$ cat config.mk
export PLATFORM = sky130hd
export DESIGN_NAME = branch_redirect_controller
export DESIGN_NICKNAME = d
export VERILOG_FILES = /design/src/rtl/branch_redirect_controller.sv
export SDC_FILE = /design/constraint.sdc
export NUM_CORES = 1
export LEC_CHECK = 0
export ABC_AREA = 0
export BUFFER_PORTS_ARGS = -buffer_cell sky130_fd_sc_hd__buf_4
export CORE_UTILIZATION = 49
export CTS_CLUSTER_SIZE = 12
export DETAILED_ROUTE_END_ITERATION = 7
export GPL_ROUTABILITY_DRIVEN = 0
export PLACE_DENSITY = 0.8
export SYNTH_ARGS = -nofsm -noshare
export SYNTH_HDL_FRONTEND = slang
export SYNTH_SLANG_ARGS = --single-unit
export TNS_END_PERCENT = 10
$ cat constraint.sdc
create_clock -name CLK -period 2.15 [get_ports CLK]
set_clock_uncertainty 0.1 [all_clocks]
set_input_delay 0.5375 -clock CLK [delete_from_list [all_inputs] [get_ports CLK]]
set_output_delay 0.5375 -clock CLK [all_outputs]
set_load 0.01 [all_outputs]
$ cat src/rtl/branch_redirect_controller.sv
// Sequences EX-stage branch/jump redirects into fetch: captures the target,
// holds pc_sel through fetch stalls, then squashes wrong-path IF/ID, ID/EX.
//
// Ports:
//   CLK, RESET        clock, synchronous active-high reset
//   ex_valid          EX holds a real instruction
//   take_in           branch taken / jump
//   target_in         redirect target
//   fetch_stall       PC update blocked this cycle
//   pc_sel            PC loads pc_target instead of PC+4
//   pc_target         registered redirect target
//   flush_if_id       squash IF/ID
//   flush_id_ex       squash ID/EX
//   redirect_busy     controller not idle
//   misalign_err      one-cycle pulse on an unaligned taken target
//   redirect_count    completed redirects, saturating
module branch_redirect_controller #(
    parameter int unsigned ADDR_WIDTH   = 32,
    parameter int unsigned FLUSH_CYCLES = 2,
    parameter int unsigned CNT_WIDTH    = 16
) (
    input  logic                  CLK,
    input  logic                  RESET,
    input  logic                  ex_valid,
    input  logic                  take_in,
    input  logic [ADDR_WIDTH-1:0] target_in,
    input  logic                  fetch_stall,
    output logic                  pc_sel,
    output logic [ADDR_WIDTH-1:0] pc_target,
    output logic                  flush_if_id,
    output logic                  flush_id_ex,
    output logic                  redirect_busy,
    output logic                  misalign_err,
    output logic [CNT_WIDTH-1:0]  redirect_count
);

    localparam logic [1:0] IDLE     = 2'd0;
    localparam logic [1:0] REDIRECT = 2'd1;
    localparam logic [1:0] FLUSH    = 2'd2;

    // Cycles still to flush after the completing REDIRECT cycle.
    localparam logic [3:0] FLUSH_LOAD = 4'(FLUSH_CYCLES - 1);

    logic [1:0] state;
    logic [3:0] flush_cnt;
    logic       accept;
    logic       aligned;
    logic       cnt_full;

    assign accept   = ex_valid & take_in;
    assign aligned  = (target_in[1:0] == 2'b00);
    assign cnt_full = &redirect_count;

    always_ff @(posedge CLK) begin
        if (RESET) begin
            state          <= IDLE;
            pc_target      <= '0;
            flush_cnt      <= '0;
            misalign_err   <= 1'b0;
            redirect_count <= '0;
        end else begin
            misalign_err <= 1'b0;
            unique case (state)
                IDLE: begin
                    if (accept) begin
                        if (aligned) begin
                            pc_target <= target_in;
                            state     <= REDIRECT;
                        end else begin
                            misalign_err <= 1'b1;
                        end
                    end
                end
                REDIRECT: begin
                    // The redirect only lands once fetch can take the new PC.
                    if (!fetch_stall) begin
                        if (!cnt_full) begin
                            redirect_count <= redirect_count + 1'b1;
                        end
                        flush_cnt <= FLUSH_LOAD;
                        state     <= (FLUSH_CYCLES == 1) ? IDLE : FLUSH;
                    end
                end
                FLUSH: begin
                    flush_cnt <= flush_cnt - 1'b1;
                    if (flush_cnt == 4'd1) begin
                        state <= IDLE;
                    end
                end
                default: begin
                    state <= IDLE;
                end
            endcase
        end
    end

    // Moore decode of registered state only.
    always_comb begin
        pc_sel        = 1'b0;
        flush_if_id   = 1'b0;
        flush_id_ex   = 1'b0;
        redirect_busy = 1'b0;
        unique case (1'b1)
            (state == REDIRECT): begin
                pc_sel        = 1'b1;
                flush_if_id   = 1'b1;
                flush_id_ex   = 1'b1;
                redirect_busy = 1'b1;
            end
            (state == FLUSH): begin
                flush_if_id   = 1'b1;
                flush_id_ex   = 1'b1;
                redirect_busy = 1'b1;
            end
            default: begin
                pc_sel = 1'b0;
            end
        endcase
    end

endmodule
* Yosys cells after proc, flatten, opt, wreduce, memory -nomap -nowiden
Cells that the tools add are included.
Widths: inputs -> output; s select.
** Storage, ports and cells
- Input bits :: 37
- Output and inout bits :: 53
- Logic and storage cells :: 39
- Register bits after elaboration :: 55
** Cells by class
- $add $sub $neg :: 2
- Bitwise gates (word level) :: 5
- Equal/unequal tests :: 7
- Reduce and logical (&&, ||, !) cells :: 10
- Muxes and demuxes :: 10
** Operator list (number)
- $add 16x1->16 const B :: 1
- $reduce_and 16->1 :: 1
- $mux 2 :: 4
- $ne 2x2->1 const B :: 4
- $pmux 4 s2 :: 1
- $pmux 2 s3 :: 1
- $reduce_and 3->1 :: 2
- $eq 4x1->1 const B :: 1
- $logic_not 2->1 :: 2
- $mux 4 :: 1
- $not 1->1 :: 4
- $reduce_and 4->1 :: 1
- $sub 4x1->4 const B :: 1
- $mux 1 :: 3
- $reduce_or 3->1 :: 1
- $eq 2x1->1 const B :: 1
- $eq 2x2->1 const B :: 1
- $reduce_and 2->1 :: 1
- $reduce_bool 2->1 :: 1
- $reduce_or 2->1 :: 1
- $and 1x1->1 :: 1

* Depth between registers and ports, before layout
- Depth after elaboration :: 4
- Gate-level depth with buffers :: 7
- Depth with buffers taken out :: 6

* Worst setup path after synthesis
Ideal clock, no wire load.
- Path type :: register -> register
- Start :: reg state[1]
- End :: reg redirect_count[13]
- Buffers on the path :: 1
- Stages on the path, launching flop included :: 8
- Arrival time :: 1.829 ns
- Data required time :: 1.979 ns
- Path slack :: 0.150 ns
- Library setup time :: 0.071 ns
- Path through :: dfxtp_1 > inv_1 > ha_1 > nand4b_1 > or3_1 > buf_2 > or4_1 > a21oi_1
** On the way
- Cells in the longest elaborated chain, start to end :: 2
** Ends and longest elaborated chain
- start: declaration :: line 44 : logic [1:0] state;
- start signal: assignment :: line 81 : state <= (FLUSH_CYCLES == 1) ? IDLE : FLUSH;
- $eq 2x1->1 :: line 63 : unique case (state)
- $reduce_and 3->1 (no line)
- end signal: assignment :: line 78 : redirect_count <= redirect_count + 1'b1;
- end: declaration :: line 34 : output logic [CNT_WIDTH-1:0] redirect_count
No other way between the ends.
A chain may end at the register's enable or synchronous reset.

* Worst setup path in the final report
- Start :: reg redirect_count[3]
- End :: reg redirect_count[12]
** On the way
- Cells in the longest elaborated chain, start to end :: 3
- Elaborated cells on any way between the ends :: 4
- Those cells by class :: 1 x add/sub; 1 x bitwise; 2 x reduce/logical
** Ends and longest elaborated chain
- branches (longest 3 deep; another with $add 16x1->16)
Several ways; the timed one is not identified.

==> reports/metrics.cfg <==
[die]
dieHeight_um=71.91
start_util_pct=50.70
rows=25
ioPinCount=90
core_area_um2=4723
die_area_um2=5171
die_x_um=71.91

[setup_path]
startpoint_type=flop
cpPeakStageDelay_ns=0.59
reg2reg_to=redirect_count[12]
r2r_cells=4
reg2reg_from=redirect_count[3]
worstSetupEndpointType=flop
cp_slowest_cell=or4_4
path_delay_family=simple AND/OR/NAND/NOR gates
path_buf_inv=0
crit_type=flop to flop
worstPathRequired_ns=2.29
worstPathCellList=nand3_2 -> or4_4 -> or4_1 -> a21oi_1
rrSetupSlack_ns=0.12
path_max_fanout=6
cp_data_arrival_time_ns=2.17

[clock_network]
post-cts-setup-buffers=0
cts.sinks=55
cts.repair.resized=0
root_buffer=clkbuf_8
clk_pin_slew_worst_paths_ns=0.10
cts_tree=yes
clk_latency_ns=0.30
cts_max_path_buffers=2
numCtsBuffers=5
cts.htree.levels=2
hold_buffers=0

[timing]
drv_slew=0
rsz0062_at_grt=no
max_freq_mhz=493.2
slew_headroom_pct=62.46
hold_violations=0
fin_setup_tns_ns=0
layout_min_cycle_time_ns=2.027
tightest_slew_ns=0.5630
setup_viol=0
fin_crit_sh_pct=94.30

[routing]
wl_per_cell_um=12.89
via_count=2362
drcViolationCount=0
drt_first_pass_iters=4
wl_mm=5.750
postRouteAntennaNets=0
drtIter0Drc=121
via_per_inst=5.296

[min_path]
hp-start=pc_target[22]
hold_class=flop to flop
min_to=pc_target[22]
whs_path_depth=2

[synth]
postSynthAreaPerCell_um2=8.230
synth.top_cells.by_count=nand2_1, dfxtp_1, a21oi_1, clkbuf_1, o31ai_1
yosysUniqueCellTypes=42
synthArstFlopShare_pct=0
synth_area_leader_cell=dfxtp_1
synthFlopType=dfxtp_1
synth-seq-cells=55
synth_area_leaders=dfxtp_1, nand2_1, a21oi_1, ha_1, o31ai_1
yosys.area.top_type_share_pct=45.98
syn-num-nets=334
synth-edff-count=0
seq_area_frac_synth_pct=45.98
syn_area_um2=2395
yosysMostFrequentCell=nand2_1
syn_inst=291
yosysWarnings=0

[global_routing]
grt_pass1_wl_mm=9.694
track_usage_pct=23.40
grt_max_degree=56
first_global_vias=2253
grt-ovfl-total=0
antenna_found_initial=0

[final_layout]
layout-drive-gt1-share_pct=31.66
nFillCells=398
syn2layout_area_growth_pct=36.99
nets=421
num_antenna_cells=0

[outcome]
outcome=completed

[power]
power_uw=1888
power_density_nw_per_um2=575.4
ir_drop_mv=0.3851
leakage_uw=0.001288

[placement]
hpwl_mm=4.114
numPortBuffers=89

[job]
cap_violations=0

-- worst min-delay path, cell delays in order (launching register included) --
cell	delay [ns]
dfxtp_1	0.32
nand2_1	0.05
a21oi_1	0.05
-- worst max path at each step --
| stage | startpoint | slack (ns) | cells after the start | endpoint |
|---|---|---|---|---|
| finish | redirect_count[3] | 0.12 | 4 | redirect_count[12] |
| global route | state[1] | 0.02 | 6 | redirect_count[13] |
| CTS | redirect_count[3] | 0.14 | 4 | redirect_count[12] |
| detailed placement | fetch_stall | 0.03 | 5 | redirect_count[13] |
| global placement | fetch_stall | 0.07 | 5 | redirect_count[13] |
| floorplan | state[1] | 0.15 | 7 | redirect_count[13] |
-- area by class of cell --
class,instances,area (µm²),area share (%)
Tap cell,67,83.83,2.555
Sequential cell,55,1102,33.60
Clock inverter,3,43.79,1.335
Timing Repair Buffer,101,783.3,23.87
Clock buffer,5,68.82,2.098
Inverter,6,22.52,0.6865
Multi-Input combinational cell,209,1176,35.85
-- power by group --
part	switching (µW)	total (µW)	leakage [µW]	internal, µW
clock	339	686	0.0000581	347
combinational	74.6	160	0.000785	85.5
sequential	8.57	1040	0.000445	1030
-- stage by stage --
step           util, %  instances  cell area (µm²)  hold slack, ns  setup WS, ns
6_report         69.46        446             3281          0.3606        0.1225
3_3_place_gp     67.05        438             3167          0.3417       0.06707
3_5_place_dp     67.05        438             3167          0.3476       0.02988
2_1_floorplan        -        291             2395          0.3678        0.1502
4_1_cts          69.43        446             3279          0.3523        0.1395
5_1_grt          69.46        446             3281          0.3431       0.02130
-- kinds of logic after synthesis --
kind of cell | synth area share [%]
simple gates | 26.70
mux | 1.306
flops | 45.98
buf+inv | 5.486
compound gates | 17.03
xor+xnor | 0.3658
fa+ha+maj | 3.135
-- metal layers --
layer | global-route usage [%] | vias to the layer above | routed length (µm)
li1 | - | 1205 | -
met1 | 26.97 | 1089 | 2548
met2 | 41.82 | 62 | 2848
met3 | 7.222 | 6 | 301
met4 | 6.754 | 0 | 51
met5 | 0 | - | 0
-- flip-flops by register name (all words and copies together), names as in the netlist --
name and flops:
state 2, flush_cnt 4, misalign_err 1, redirect_count 16, pc_target 32
-- cell usage in the layout (no fill, tap or decap), types with 2 or more instances in the layout --
master,Yosys,layout
nor3b_1,2,2
nand3_1,5,5
dfxtp_1,55,54
nand4_1,6,6
mux2i_1,2,2
buf_12,0,2
nor2_1,6,6
o21ai_0,8,8
or3_1,7,7
buf_4,3,99
nor3_1,5,4
o31ai_1,10,10
clkbuf_8,1,5
or4_2,2,2
a21oi_1,50,50
inv_1,6,6
nand2b_1,2,2
or4_1,8,8
nand2_1,70,70
ha_1,6,6
No activity file was read; power rests on OpenSTA's default activity.
